<file path="src/rtl/alarm_sequencer_pkg.sv">
// Shared definitions for the alarm sequencer: state encodings, default
// prescale constant (also used by the tone generator) and a sizing helper.
package alarm_sequencer_pkg;

  localparam logic [1:0] S_IDLE  = 2'd0;
  localparam logic [1:0] S_BEEP  = 2'd1;
  localparam logic [1:0] S_GAP   = 2'd2;
  localparam logic [1:0] S_PAUSE = 2'd3;

  // 12 MHz system clock -> 12000 cycles per millisecond
  localparam int DEF_CLK_PER_MS = 12000;

  function automatic int max3(input int a, input int b, input int c);
    int m;
    m = (a > b) ? a : b;
    return (m > c) ? m : c;
  endfunction

endpackage

</file>
<file path="src/rtl/alarm_sequencer_ms_tick_gen.sv">
// Reusable millisecond prescaler: counts 0..CLK_PER_MS-1 and pulses tick on
// the terminal count. clr restarts the millisecond from zero.
module ms_tick_gen
  import alarm_sequencer_pkg::*;
#(
  parameter int CLK_PER_MS = DEF_CLK_PER_MS
) (
  input  logic CLK,
  input  logic RST,
  input  logic clr,
  output logic tick
);

  localparam int W = (CLK_PER_MS > 1) ? $clog2(CLK_PER_MS) : 1;

  logic [W-1:0] cnt;

  assign tick = (32'(cnt) == 32'(CLK_PER_MS - 1));

  // Free-running modulo-CLK_PER_MS counter, restartable by clr
  always_ff @(posedge CLK) begin
    if (RST || clr) cnt <= '0;
    else if (tick)  cnt <= '0;
    else            cnt <= cnt + 1'b1;
  end

endmodule

</file>
<file path="src/rtl/alarm_sequencer.sv">
// Beep-pattern controller: drives the tone generator enable with bursts of
// BEEPS beeps separated by pauses, BURSTS times (0 = until stopped).
module alarm_sequencer
  import alarm_sequencer_pkg::*;
#(
  parameter int CLK_PER_MS = DEF_CLK_PER_MS,
  parameter int BEEP_MS    = 200,
  parameter int GAP_MS     = 100,
  parameter int BEEPS      = 3,
  parameter int PAUSE_MS   = 800,
  parameter int BURSTS     = 0
) (
  input  logic CLK,
  input  logic RST,
  input  logic trigger,
  input  logic stop,
  output logic alarm_en,
  output logic busy,
  output logic done
);

  localparam int MAX_MS   = max3(BEEP_MS, GAP_MS, PAUSE_MS);
  localparam int MS_W     = $clog2(MAX_MS + 1);
  localparam int BEEP_W   = $clog2(BEEPS + 1);
  // BURSTS = 0 never counts, but keep a legal 1-bit counter
  localparam int BURST_M  = (BURSTS == 0) ? 1 : BURSTS;
  localparam int BURST_W  = $clog2(BURST_M + 1);

  logic [1:0]         state, nxt;
  logic [MS_W-1:0]    ms_cnt;
  logic [BEEP_W-1:0]  beep_cnt;
  logic [BURST_W-1:0] burst_cnt;
  logic [31:0]        dur;
  logic               tick, clr, ms_last, last_beep, last_burst, done_nxt;

  // Prescaler held cleared while idle and restarted on every state entry,
  // so each state lasts exactly dur*CLK_PER_MS cycles
  assign clr = (state == S_IDLE) || (nxt != state);

  ms_tick_gen #(.CLK_PER_MS(CLK_PER_MS)) u_tick (
    .CLK  (CLK),
    .RST  (RST),
    .clr  (clr),
    .tick (tick)
  );

  // Duration of the current state in milliseconds
  always_comb begin
    dur = 32'(BEEP_MS);
    case (state)
      S_GAP:   dur = 32'(GAP_MS);
      S_PAUSE: dur = 32'(PAUSE_MS);
      default: dur = 32'(BEEP_MS);
    endcase
  end

  assign ms_last    = tick && (state != S_IDLE) && (32'(ms_cnt) == dur - 32'd1);
  assign last_beep  = (32'(beep_cnt) == 32'(BEEPS - 1));
  assign last_burst = (BURSTS != 0) && (32'(burst_cnt) == 32'(BURST_M - 1));

  // Next-state logic; stop dominates everything including trigger
  always_comb begin
    nxt      = state;
    done_nxt = 1'b0;
    if (stop) begin
      nxt = S_IDLE;
    end else begin
      case (state)
        S_IDLE:  if (trigger) nxt = S_BEEP;
        S_BEEP:  if (ms_last) begin
                   if (!last_beep)     nxt = S_GAP;
                   else if (last_burst) begin
                     nxt      = S_IDLE;
                     done_nxt = 1'b1;
                   end else            nxt = S_PAUSE;
                 end
        S_GAP:   if (ms_last) nxt = S_BEEP;
        S_PAUSE: if (ms_last) nxt = S_BEEP;
        default: nxt = S_IDLE;
      endcase
    end
  end

  // State, counters and registered outputs
  always_ff @(posedge CLK) begin
    if (RST) begin
      state     <= S_IDLE;
      ms_cnt    <= '0;
      beep_cnt  <= '0;
      burst_cnt <= '0;
      alarm_en  <= 1'b0;
      busy      <= 1'b0;
      done      <= 1'b0;
    end else begin
      state    <= nxt;
      alarm_en <= (nxt == S_BEEP);
      busy     <= (nxt != S_IDLE);
      done     <= done_nxt;

      if (clr)       ms_cnt <= '0;
      else if (tick) ms_cnt <= ms_cnt + 1'b1;

      if (nxt == S_IDLE) begin
        beep_cnt  <= '0;
        burst_cnt <= '0;
      end else if (state == S_BEEP && nxt == S_GAP) begin
        beep_cnt <= beep_cnt + 1'b1;
      end else if (state == S_PAUSE && nxt == S_BEEP) begin
        beep_cnt <= '0;
        if (BURSTS != 0) burst_cnt <= burst_cnt + 1'b1;
      end
    end
  end

endmodule
</file>
<file path="config.mk">
export PLATFORM = sky130hd
export DESIGN_NAME = alarm_sequencer
export DESIGN_NICKNAME = d
export VERILOG_FILES = /design/src/rtl/alarm_sequencer_pkg.sv /design/src/rtl/alarm_sequencer_ms_tick_gen.sv /design/src/rtl/alarm_sequencer.sv
export SDC_FILE = /design/constraint.sdc
export NUM_CORES = 1
export LEC_CHECK = 0
export ABC_AREA = 0
export ABC_CLOCK_PERIOD_IN_PS = 2300
export CELL_PAD_IN_SITES_DETAIL_PLACEMENT = 0
export CELL_PAD_IN_SITES_GLOBAL_PLACEMENT = 1
export CORE_MARGIN = 4
export CORE_UTILIZATION = 45
export CTS_BUF_LIST = sky130_fd_sc_hd__clkbuf_16
export CTS_CLUSTER_SIZE = 14
export DETAILED_ROUTE_END_ITERATION = 8
export HOLD_SLACK_MARGIN = 0.06
export PLACE_DENSITY_LB_ADDON = 0.1
export SYNTH_ARGS = -nofsm -noshare
export SYNTH_HDL_FRONTEND = slang
export SYNTH_SLANG_ARGS = --single-unit
</file>
<file path="constraint.sdc">
create_clock -name CLK -period 2.3 [get_ports CLK]
set_input_delay 0.46 -clock CLK [delete_from_list [all_inputs] [get_ports CLK]]
set_output_delay 0.46 -clock CLK [all_outputs]
set_load 0.02 [all_outputs]
</file>
==> impl_results.html <==
<table>
<tr><th>Metric</th><th>Value</th></tr>
<tr><th colspan="2">Worst hold path</th></tr>
<tr><td>Min-Delay Startpoint</td><td>beep_cnt[1]</td></tr>
<tr><td>Worst min-delay path category</td><td>flop to flop</td></tr>
<tr><th colspan="2">Detailed routing</th></tr>
<tr><td>ANT nets after route</td><td>0</td></tr>
<tr><td>First-pass detailed-route iteration total</td><td>4</td></tr>
<tr><td>Vias</td><td>1,155</td></tr>
<tr><td>Initial DRC count</td><td>69</td></tr>
<tr><td>Vias per cell</td><td>5.25</td></tr>
<tr><td>Average wire per standard cell</td><td>approximately 12 um</td></tr>
<tr><td>Remaining DRCs</td><td>0</td></tr>
<tr><td>Total detailed-routing wirelength</td><td>about 2600 um</td></tr>
<tr><th colspan="2">Timing</th></tr>
<tr><td>Transition time at the pin with the least slew margin</td><td>around 0.5 ns</td></tr>
<tr><td>Setup total negative slack</td><td>0 ns</td></tr>
<tr><td>Total count of max-transition violations in the final report</td><td>0</td></tr>
<tr><td>RSZ-0062 raised after global routing</td><td>false</td></tr>
<tr><td>Post-layout min period</td><td>2.14 ns</td></tr>
<tr><td>Number of setup violations in the final report</td><td>0</td></tr>
<tr><td>Tightest slew margin relative to the limit</td><td>0.664</td></tr>
<tr><td>Largest clock skew in the final design</td><td>roughly 0.0017 ns</td></tr>
<tr><td>Period utilization</td><td>0.928</td></tr>
<tr><td>Final hold viol count</td><td>0</td></tr>
<tr><td>Fmax</td><td>about 470 MHz</td></tr>
<tr><th colspan="2">Logic synthesis</th></tr>
<tr><td>Cell types occupying the most area after synthesis</td><td>dfxtp_1 41%, xor2_1 7.2%, nor2_1 6.7%, nand3_1 3.8%, xnor2_1 3.6%</td></tr>
<tr><td>Async set-reset flop share out of synthesis</td><td>0</td></tr>
<tr><td>EDFF count, synth</td><td>0</td></tr>
<tr><td>Yosys warnings</td><td>0</td></tr>
<tr><td>Total of flip-flops plus latches after synthesis</td><td>30</td></tr>
<tr><td>Share of Yosys cell area claimed by the top area cell type</td><td>0.412</td></tr>
<tr><td>Largest area contributor in the netlist</td><td>dfxtp_1</td></tr>
<tr><td>Library cells used by synthesis</td><td>40</td></tr>
<tr><td>Fraction of the yosys area taken by sequential cells</td><td>0.412</td></tr>
<tr><td>Commonest register cell after synthesis</td><td>dfxtp_1</td></tr>
<tr><td>Most frequent cell after synthesis</td><td>dfxtp_1</td></tr>
<tr><td>Post-synthesis cell count</td><td>approximately 170</td></tr>
<tr><td>Synth cell count leaders</td><td>30 x dfxtp_1, 26 x nor2_1, 13 x nand2_1, 12 x xor2_1, 11 x nand3_1</td></tr>
<tr><td>Mean cell area of the mapped netlist</td><td>about 8.7 um^2</td></tr>
<tr><td>Synthesized area</td><td>approximately 0.0015 mm^2</td></tr>
<tr><td>Post-synthesis net count</td><td>between 150 and 200</td></tr>
<tr><th colspan="2">Layout</th></tr>
<tr><td>Net count of the finished layout</td><td>approximately 180</td></tr>
<tr><td>Fill cells</td><td>roughly 300</td></tr>
<tr><td>Layout-stage area growth over the synthesis result</td><td>17.8%</td></tr>
<tr><td>Area occupied by multi-input gates</td><td>797 um^2</td></tr>
<tr><td>Antenna cells</td><td>0</td></tr>
<tr><td>Proportion of layout cells with a drive suffix above 1</td><td>0.125</td></tr>
<tr><td>Sequential cell area</td><td>~600 um^2</td></tr>
<tr><th colspan="2">Power and ir drop</th></tr>
<tr><td>Pwr Total</td><td>between 1 and 1.5 mW</td></tr>
<tr><td>Internal power of the cells</td><td>approximately 1.0 mW</td></tr>
<tr><td>Leakage dissipation</td><td>0.605 nW</td></tr>
<tr><td>Comb pwr share</td><td>0.018</td></tr>
<tr><td>Net switching power</td><td>~0.24 mW</td></tr>
<tr><td>P per Cell Area</td><td>between 700 and 800 mW/mm^2</td></tr>
<tr><td>Relative contribution of sequential cells to total power</td><td>0.411</td></tr>
<tr><td>Worst-case vdd ir drop</td><td>348 uV</td></tr>
<tr><td>Clock group share of total power</td><td>0.572</td></tr>
<tr><td>Switching share of power</td><td>0.188</td></tr>
<tr><th colspan="2">Run status</th></tr>
<tr><td>Status</td><td>finished, final reports clean</td></tr>
<tr><th colspan="2">Worst setup path</th></tr>
<tr><td>Launch point of the worst reg-to-reg path</td><td>u_tick.cnt[0]</td></tr>
<tr><td>Startpoint type of the worst setup path</td><td>flop</td></tr>
<tr><td>Crit. End Element</td><td>flop</td></tr>
<tr><td>Top fanout value on the critical path</td><td>5</td></tr>
<tr><td>Worst setup path end</td><td>state[0]</td></tr>
<tr><td>Data arrival time at the worst-slack endpoint</td><td>roughly 2.3 ns</td></tr>
<tr><td>R2r setup slk</td><td>0.16 ns</td></tr>
<tr><td>Required arrival time at the worst endpoint</td><td>~2.5 ns</td></tr>
<tr><td>Critical path start-end classification</td><td>flop to flop</td></tr>
<tr><td>Launch point of the worst path</td><td>u_tick.cnt[0]</td></tr>
<tr><td>Worst r2r dst</td><td>state[0]</td></tr>
<tr><td>Reg2Reg Depth</td><td>6</td></tr>
<tr><th colspan="2">Floorplan</th></tr>
<tr><td>Count of boundary I/O pins</td><td>7</td></tr>
<tr><td>Cell Rows</td><td>20</td></tr>
<tr><td>Vert. Die Dim</td><td>64.9 um</td></tr>
<tr><td>Die Footprint</td><td>0.00421 mm^2</td></tr>
<tr><td>Std-Cell Core Area</td><td>0.00308 mm^2</td></tr>
<tr><td>Starting Density</td><td>0.474</td></tr>
<tr><td>Horizontal die dimension</td><td>roughly 65 um</td></tr>
<tr><th colspan="2">Global routing</th></tr>
<tr><td>GRT overflow</td><td>0</td></tr>
<tr><td>Maximum number of pins on one net before global-route repair</td><td>15</td></tr>
<tr><td>Via count of the first global-routing pass</td><td>roughly 1,100</td></tr>
<tr><td>Global routing usage summed across all routing layers</td><td>0.149</td></tr>
<tr><td>Number of antenna violations at the first check in global routing</td><td>0</td></tr>
<tr><td>Global-route wire length before repair</td><td>around 4800 um</td></tr>
<tr><th colspan="2">Clocking</th></tr>
<tr><td>Clock tree sinks</td><td>30</td></tr>
<tr><td>Clock-pin slew on the worst setup and hold paths</td><td>around 0.050 ns</td></tr>
<tr><td>Number of buffers on the longest clock path</td><td>2</td></tr>
<tr><td>Count of hold buffers inserted by post-cts repair</td><td>0</td></tr>
<tr><td>H-tree depth</td><td>2</td></tr>
<tr><td>Clock tree from TritonCTS</td><td>built</td></tr>
<tr><td>Insertion delay of the later-clocked pin in the worst-skew pair</td><td>around 0.27 ns</td></tr>
<tr><td>CTS buffer count</td><td>5</td></tr>
<tr><td>Clock root buffer</td><td>clkbuf_16</td></tr>
<tr><th colspan="2">Placed design</th></tr>
<tr><td>Port Buffer Count</td><td>5</td></tr>
<tr><td>Post-DP HPWL</td><td>between 1500 and 2000 um</td></tr>
<tr><td>GPL Wtd Cong</td><td>about 0.76</td></tr>
<tr><th colspan="2">Flow run</th></tr>
<tr><td>Max-cap check violation count</td><td>0</td></tr>
</table>
==> logic make-up after synthesis <==
logic type	count (synthesis)	synth area share
flops	30	0.412
simple gates	83	0.323
fa+ha+maj	3	0.0258
xor+xnor	18	0.108
compound gates	18	0.0747
other cells	1	0.00257
mux	1	0.00687
buf+inv	13	0.0472
==> state kept, by name, indices dropped and copies added, names as in the netlist <==
| register | count |
|---|---|
| busy | 1 |
| state | 2 |
| ms_cnt | 10 |
| u_tick.cnt | 14 |
| alarm_en | 1 |
| beep_cnt | 2 |
==> final cells by class <==
class | instances | share of cell area
multi-input cells | 124 | 0.464
clock buffers | 5 | 0.0729
clock inverters | 3 | 0.0233
repair buffers | 9 | 0.0466
well taps | 44 | 0.0321
flip-flops and latches | 30 | 0.350
inverters | 5 | 0.0109
==> critical path, stage by stage, from the launching register on <==
cell and delay [ns]:
dfxtp_1 0.37, ha_1 0.26, nand4_4 0.16, nor4_4 0.31, nand2_1 0.12, or4b_1 0.52, o221a_2 0.28
==> worst min path at each step <==
stage | endpoint | slack [ns] | cells past startpoint
final | beep_cnt[1] | 0.47 | 2
after global routing | u_tick.cnt[0] | 0.50 | 1
after floorplan | u_tick.cnt[0] | 0.43 | 1
after CTS | beep_cnt[1] | 0.47 | 2
after detailed placement | u_tick.cnt[0] | 0.46 | 1
after global placement | u_tick.cnt[0] | 0.44 | 1
==> layer usage <==
metal | part of all wire | global-route usage
met1 | 0.50 | 0.188
met2 | 0.43 | 0.222
met3 | 0.054 | 0.0624
met4 | 0.016 | 0.0633
met5 | 0 | 0
==> power by group through the flow <==
stage	Sequential [mW]	Combinational, mW	Clock [mW]
2_1_floorplan	0.537	0.0133	0
3_3_place_gp	0.537	0.0223	0
3_5_place_dp	0.537	0.0225	0
4_1_cts	0.526	0.0228	0.749
5_1_grt	0.526	0.0248	0.776
6_report	0.526	0.0227	0.733
==> timing repair <==
item / 4_1_cts / 5_1_grt
gates resized for setup: 0 / 1
setup buffers: 0 / 1
setup endpoints to repair: 0 / 3
==> cell usage in the layout (no fill, tap or decap), types with 2 or more instances in the layout <==
| cell | synthesis | final |
|---|---|---|
| xor2_1 | 12 | 12 |
| clkinv_2 | 0 | 2 |
| and3_1 | 4 | 4 |
| clkbuf_16 | 0 | 5 |
| buf_4 | 1 | 4 |
| ha_1 | 3 | 3 |
| o22ai_1 | 2 | 2 |
| a21oi_1 | 6 | 6 |
| nor4_1 | 3 | 3 |
| inv_1 | 5 | 5 |
| clkdlybuf4s50_1 | 0 | 5 |
| xnor2_1 | 6 | 6 |
| nor3_1 | 6 | 6 |
| nand3_1 | 11 | 11 |
| or4_4 | 2 | 2 |
| nand2_1 | 13 | 13 |
| o21ai_0 | 5 | 5 |
| nor2_1 | 26 | 26 |
| dfxtp_1 | 30 | 30 |
| nand4_1 | 5 | 5 |
==> stage by stage <==
stage               worst slack, ns  instance area [um^2]  instances  hold WS (ns)   util
floorplan                     0.223                  1460        167         0.430      -
global placement              0.147                  1540        211         0.442  0.499
detailed placement           0.0839                  1540        211         0.461  0.499
CTS                          0.0758                  1700        219         0.470  0.552
global route                 0.0138                  1720        220         0.502  0.558
finish                        0.165                  1720        220         0.466  0.558
No activity file was read; power rests on OpenSTA's default activity.
